===== config.mk =====
export PLATFORM = sky130hd
export DESIGN_NAME = adder_rr_arbiter
export DESIGN_NICKNAME = d
export VERILOG_FILES = /design/src/rtl/adder_rr_arbiter.sv
export SDC_FILE = /design/constraint.sdc
export NUM_CORES = 1
export LEC_CHECK = 0
export BUFFER_PORTS_ARGS = -buffer_cell sky130_fd_sc_hd__buf_4
export CORE_AREA = 3 3 119 121
export CTS_BUF_LIST = sky130_fd_sc_hd__clkbuf_8
export DETAILED_ROUTE_END_ITERATION = 10
export DIE_AREA = 0 0 122 124
export GPL_ROUTABILITY_DRIVEN = 1
export HOLD_SLACK_MARGIN = 0.12
export PLACE_DENSITY = 0.66
export SLEW_MARGIN = 15
export SYNTH_ARGS = -nofsm -noshare
export SYNTH_HDL_FRONTEND = slang
export SYNTH_HIERARCHICAL = 1
export SYNTH_SLANG_ARGS = --single-unit

===== constraint.sdc =====
create_clock -name clk -period 23.1 [get_ports clk]
set_input_delay 5.775 -clock clk [delete_from_list [all_inputs] [get_ports clk]]
set_output_delay 5.775 -clock clk [all_outputs]
set_load 0.03 [all_outputs]

===== src/rtl/adder_rr_arbiter.sv =====
`default_nettype none
// ============================================================================
// Module   : adder_rr_arbiter (with helper module adder)
// Brief    : Round-robin arbiter that time-shares one N-bit ripple-carry
//            adder between REQS requesters. It has a single-entry result
//            register that is tagged with the requester index.
// Revision : 1.0 - initial release
// ============================================================================

// ----------------------------------------------------------------------------
// adder : N-bit ripple-carry adder. It exposes the carry out of every bit.
// ----------------------------------------------------------------------------
module adder #(
    parameter int N = 32
) (
    input  logic [N-1:0] a_i,
    input  logic [N-1:0] b_i,
    input  logic         cin_i,
    output logic [N-1:0] sum_o,
    output logic [N-1:0] cout_o
);

    // The carry ripples LSB to MSB. A loop variable keeps the chain acyclic.
    always_comb begin
        logic w_c;
        w_c    = cin_i;
        sum_o  = '0;
        cout_o = '0;
        for (int i = 0; i < N; i++) begin
            sum_o[i]  = a_i[i] ^ b_i[i] ^ w_c;
            w_c       = (a_i[i] & b_i[i]) | (w_c & (a_i[i] ^ b_i[i]));
            cout_o[i] = w_c;
        end
    end

endmodule

// ----------------------------------------------------------------------------
// adder_rr_arbiter : grant, operand mux, shared adder, result register
// ----------------------------------------------------------------------------
module adder_rr_arbiter #(
    parameter int N    = 32,
    parameter int REQS = 4,
    parameter int IDW  = (REQS > 1) ? $clog2(REQS) : 1
) (
    input  logic              clk,
    input  logic              rst,
    input  logic [REQS-1:0]   req_valid,
    output logic [REQS-1:0]   req_ready,
    input  logic [REQS*N-1:0] req_a,
    input  logic [REQS*N-1:0] req_b,
    input  logic [REQS-1:0]   req_cin,
    output logic              rsp_valid,
    input  logic              rsp_ready,
    output logic [N-1:0]      rsp_sum,
    output logic              rsp_cout,
    output logic              rsp_ovf,
    output logic [IDW-1:0]    rsp_id
);

    localparam logic [IDW-1:0] c_last_idx = IDW'(REQS - 1);

    logic [IDW-1:0] ptr_q, ptr_d;
    logic           rsp_valid_q, rsp_valid_d;
    logic [N-1:0]   rsp_sum_q, rsp_sum_d;
    logic           rsp_cout_q, rsp_cout_d;
    logic           rsp_ovf_q, rsp_ovf_d;
    logic [IDW-1:0] rsp_id_q, rsp_id_d;

    logic           w_can_accept;
    logic           w_found;
    logic [IDW-1:0] w_gnt_idx;
    logic           w_grant;
    logic [IDW-1:0] w_sel;
    logic [N-1:0]   w_a, w_b, w_sum, w_cout;
    logic           w_cin;
    logic           w_unused_cout;

    // A new result may enter when the register is empty or is being drained now.
    assign w_can_accept = !rsp_valid_q || rsp_ready;

    // The search starts at ptr and wraps. It picks the first valid requester.
    always_comb begin
        w_found   = 1'b0;
        w_gnt_idx = '0;
        for (int i = 0; i < REQS; i++) begin
            int j;
            j = int'(ptr_q) + i;
            if (j >= REQS) begin
                j = j - REQS;
            end
            if (!w_found && req_valid[j]) begin
                w_found   = 1'b1;
                w_gnt_idx = IDW'(j);
            end
        end
    end

    assign w_grant = w_can_accept && w_found && !rst;

    // The grant is one-hot. It is all zero when nothing is accepted.
    always_comb begin
        req_ready = '0;
        if (w_grant) begin
            req_ready[w_gnt_idx] = 1'b1;
        end
    end

    // Requester 0 drives the adder on idle cycles. That result is never captured.
    assign w_sel = w_grant ? w_gnt_idx : '0;
    assign w_a   = req_a[int'(w_sel) * N +: N];
    assign w_b   = req_b[int'(w_sel) * N +: N];
    assign w_cin = req_cin[w_sel];

    adder #(
        .N (N)
    ) u_adder (
        .a_i    (w_a),
        .b_i    (w_b),
        .cin_i  (w_cin),
        .sum_o  (w_sum),
        .cout_o (w_cout)
    );

    // Only the top two carries are consumed. This folds the rest away.
    assign w_unused_cout = ^w_cout;

    // Next-state logic: capture on accept, otherwise clear on drain, otherwise hold.
    always_comb begin
        ptr_d       = ptr_q;
        rsp_valid_d = rsp_valid_q;
        rsp_sum_d   = rsp_sum_q;
        rsp_cout_d  = rsp_cout_q;
        rsp_ovf_d   = rsp_ovf_q;
        rsp_id_d    = rsp_id_q;
        if (w_grant) begin
            rsp_valid_d = 1'b1;
            rsp_sum_d   = w_sum;
            rsp_cout_d  = w_cout[N-1];
            rsp_ovf_d   = w_cout[N-1] ^ w_cout[N-2];
            rsp_id_d    = w_gnt_idx;
            ptr_d       = (w_gnt_idx == c_last_idx) ? '0 : w_gnt_idx + IDW'(1);
        end else if (rsp_valid_q && rsp_ready) begin
            rsp_valid_d = 1'b0;
        end
    end

    // State register. Reset discards any held result and restarts the pointer.
    always_ff @(posedge clk) begin
        if (rst) begin
            ptr_q       <= '0;
            rsp_valid_q <= 1'b0;
            rsp_sum_q   <= '0;
            rsp_cout_q  <= 1'b0;
            rsp_ovf_q   <= 1'b0;
            rsp_id_q    <= '0;
        end else begin
            ptr_q       <= ptr_d;
            rsp_valid_q <= rsp_valid_d;
            rsp_sum_q   <= rsp_sum_d;
            rsp_cout_q  <= rsp_cout_d;
            rsp_ovf_q   <= rsp_ovf_d;
            rsp_id_q    <= rsp_id_d;
        end
    end

    assign rsp_valid = rsp_valid_q;
    assign rsp_sum   = rsp_sum_q;
    assign rsp_cout  = rsp_cout_q;
    assign rsp_ovf   = rsp_ovf_q;
    assign rsp_id    = rsp_id_q;

endmodule

`default_nettype wire


==> results by group <==
Outcome
  • Status: complete, no violations

Detailed routing
  • WL/cell: around 19 microns
  • Residual DRC: 0
  • Via density: approximately 5.2
  • Drt first-iter violations: just over 200
  • First-pass DRT Iterations: 4
  • Antenna viol nets, final: 0
  • Total vias in the final route: between 5,000 and 6,000
  • Total Wirelength: roughly 18,000 microns

Critical path
  • Critical path fanouts, max: 42
  • Endpoint type of the worst setup path: register
  • Slowest stage cell, crit path: o22ai_4
  • Data required time of the critical path: 23,270 ps
  • Critical path type: in -> reg
  • Most used cell, CP: fa_1
  • Max incr delay on CP: 620 ps
  • R2R Setup Slk: roughly 7500 ps
  • Reg-to-reg endpoint: rsp_ovf
  • Critical Path AT: about 21,000 ps
  • Reg2reg start: ptr_q[1]
  • Reg2Reg Depth: 40
  • Setup crit start kind: primary input

Floorplanning
  • Starting Density: between 30% and 40%
  • Die Area: ~15,000 sq um
  • Die Span X: 122 microns
  • Die height: 124 microns
  • Core Area: 13,200 sq um
  • IO Pins: between 300 and 400
  • Num rows: 42

Synthesis
  • Synth warnings: 6
  • Post-synth EDFFs: 0
  • Synth area leader: dfxtp_1
  • FFs w/ async S/R, synth: 0%
  • Gate Count Post-Synth: roughly 530
  • Commonest cells in the netlist: 131 x nor3_1, 66 x mux2i_1, 40 x a211oi_1
  • Sequential fraction of the synthesis area: ~18%
  • Most frequent cell after synthesis: nor3_1
  • Synth top area share: around 18%
  • Synth Flop Type: dfxtp_1
  • Netlist Area Pre-Place: 4380 sq um
  • Syn Nets: slightly above 800
  • Synth cell types: 30
  • Avg Inst Size Synth: around 8.3 sq um
  • Synth area leaders: dfxtp_1 18%, mux2i_1 15%, nor3_1 15%
  • #FFs+latches synth: 39

Placed design
  • GPL Wtd Cong: between 0.8 and 0.9
  • DP Wirelength: 14,700 microns
  • Port buffer count: between 300 and 400
  • Placed instance area: 6750 sq um

GRT
  • Number of global-route vias before repair: 4,985
  • Initial antenna violation count: 0
  • GRT Residual Overflow: 0
  • Largest net degree at the start of global routing: 132
  • GRT Util Overall: between 20 and 25%
  • First-pass GRT wire length: 26,100 microns

Final layout
  • Util after Layout: 52.0%
  • # diodes: 0
  • Layout Nets: about 1,100
  • Area Overhead vs Synth: 56.4%
  • Post-route cell area: just under 7000 sq um
  • Layout cells sized above 1: 44.4%

Timing
  • RSZ-0062 raised after global routing: false
  • Final worst path period need: 20,660 ps
  • Max Fclk: about 0.048 GHz
  • Final Hold Violating Endpoints: 0
  • # setup viols final: 0
  • Post-Route Skew: ~1.5 ps
  • Worst Max-Slew Pin Slew: about 820 ps
  • Final setup TNS: 0 ps
  • Number of slew-limit violations in the final report: 0
  • Fin crit share: roughly nine tenths
  • Slew Limit Headroom: 45.4%
  • Worst hold slack: approximately 480 ps

Clock network
  • PostCTS Resize Cnt: 0
  • TritonCTS clock tree: built
  • H-Tree Depth: 2
  • Worst skew pair latency: roughly 280 ps
  • Reg clk slew, reported paths: about 70 ps
  • Root Buffer: clkbuf_8
  • # clock sinks: 39
  • CTS Buf Count: 5
  • Setup Fix Bufs, Post-CTS: 0
  • Hold buffers post-CTS: 0
  • Longest Clk Path Bufs: 2

Min path
  • Worst min path class: reg -> reg
  • WHS Path Cells: 2
  • Hold endpoint: rsp_sum[23]
  • HP Start: rsp_sum[23]

Flow run
  • Max-Cap Viols: 0

Power
  • Power Density: 76.2 nW/um^2
  • P_leak: about 0.003 uW
  • Peak VDD IR: around 29 uV
## layout by cell type (no fill, tap or decap), types with 3 or more instances in the layout
cell      netlist  final
buf_4           4    313
nor3_1        131    130
mux2i_1        66     66
a211oi_1       40     40
dfxtp_1        39     39
nand2b_1       36     36
nand2_1        35     35
o21ai_0        35     35
fa_1           32     32
a211oi_2       25     25
clkbuf_8        0      7
a21oi_1         5      5
nor2_1          5      5
and2_1          4      4
ha_1            4      4
inv_1           2      3
## critical path: cells and delay by family
kind | cells | cell delay [ps]
adders and majority gates | 32 | 12910
buffers and inverters | 2 | 580
muxes | 1 | 270
AOI/OAI and AO/OA | 5 | 1120
xor gates and xnor gates | 1 | 160
## cell type report
cell class                 instances  area, sq um
multi-input combinational        431         3370
timing repair buffer             314         2370
clock inverter                     1         3.75
tap                              176          220
inverter                           3         13.8
sequential                        39          781
clock buffer                       7         96.3
fill                            1308         6340
## flip-flops by register name (all words and copies together) (netlist names)
name,count
rsp_valid,1
rsp_ovf,1
rsp_sum,32
rsp_cout,1
rsp_id,2
ptr_q,2
## per-stage QoR
stage | cells | total power (uW) | setup slack (ps)
after floorplan | 528 | 338 | 3540
after global placement | 963 | 467 | 2370
after detailed placement | 963 | 475 | 2180
after CTS | 971 | 527 | 2490
after global routing | 971 | 565 | 1930
final | 971 | 522 | 2440
## logic make-up (layout without fill, tap and decap cells)
| kind of cell | count (synthesis) | in the layout | synth area share, % |
|---|---|---|---|
| buffers and inverters | 58 | 325 | 6.08 |
| AND/OR/NAND/NOR | 218 | 218 | 25.6 |
| AO/OA/AOI/OAI | 110 | 110 | 19.5 |
| XOR/XNOR | 1 | 1 | 0.200 |
| adder cells (fa/ha/maj) | 36 | 36 | 15.8 |
| multiplexers | 66 | 66 | 15.1 |
| flip-flops | 39 | 39 | 17.8 |
## layer usage
layer | wire [microns] | part of all wire (%) | global-route usage, %
met4 | 397 | 2.2 | 5.60
met3 | 1500 | 8.3 | 4.81
met1 | 7070 | 39 | 25.9
met5 | 0 | 0 | 0
met2 | 9050 | 50 | 41.6
## worst max-delay path by stage
stage                       startpoint       to
after global routing      req_valid[0]  rsp_ovf
final                     req_valid[0]  rsp_ovf
after floorplan           req_valid[1]  rsp_ovf
after CTS                 req_valid[0]  rsp_ovf
after detailed placement  req_valid[0]  rsp_ovf
after global placement    req_valid[0]  rsp_ovf
## power breakdown
part           internal (uW)  switching (uW)
sequential              96.3            19.4
clock                   26.8            23.2
combinational            147             209
total                    270             252
Note: power is estimated with default switching activity, not from simulation.
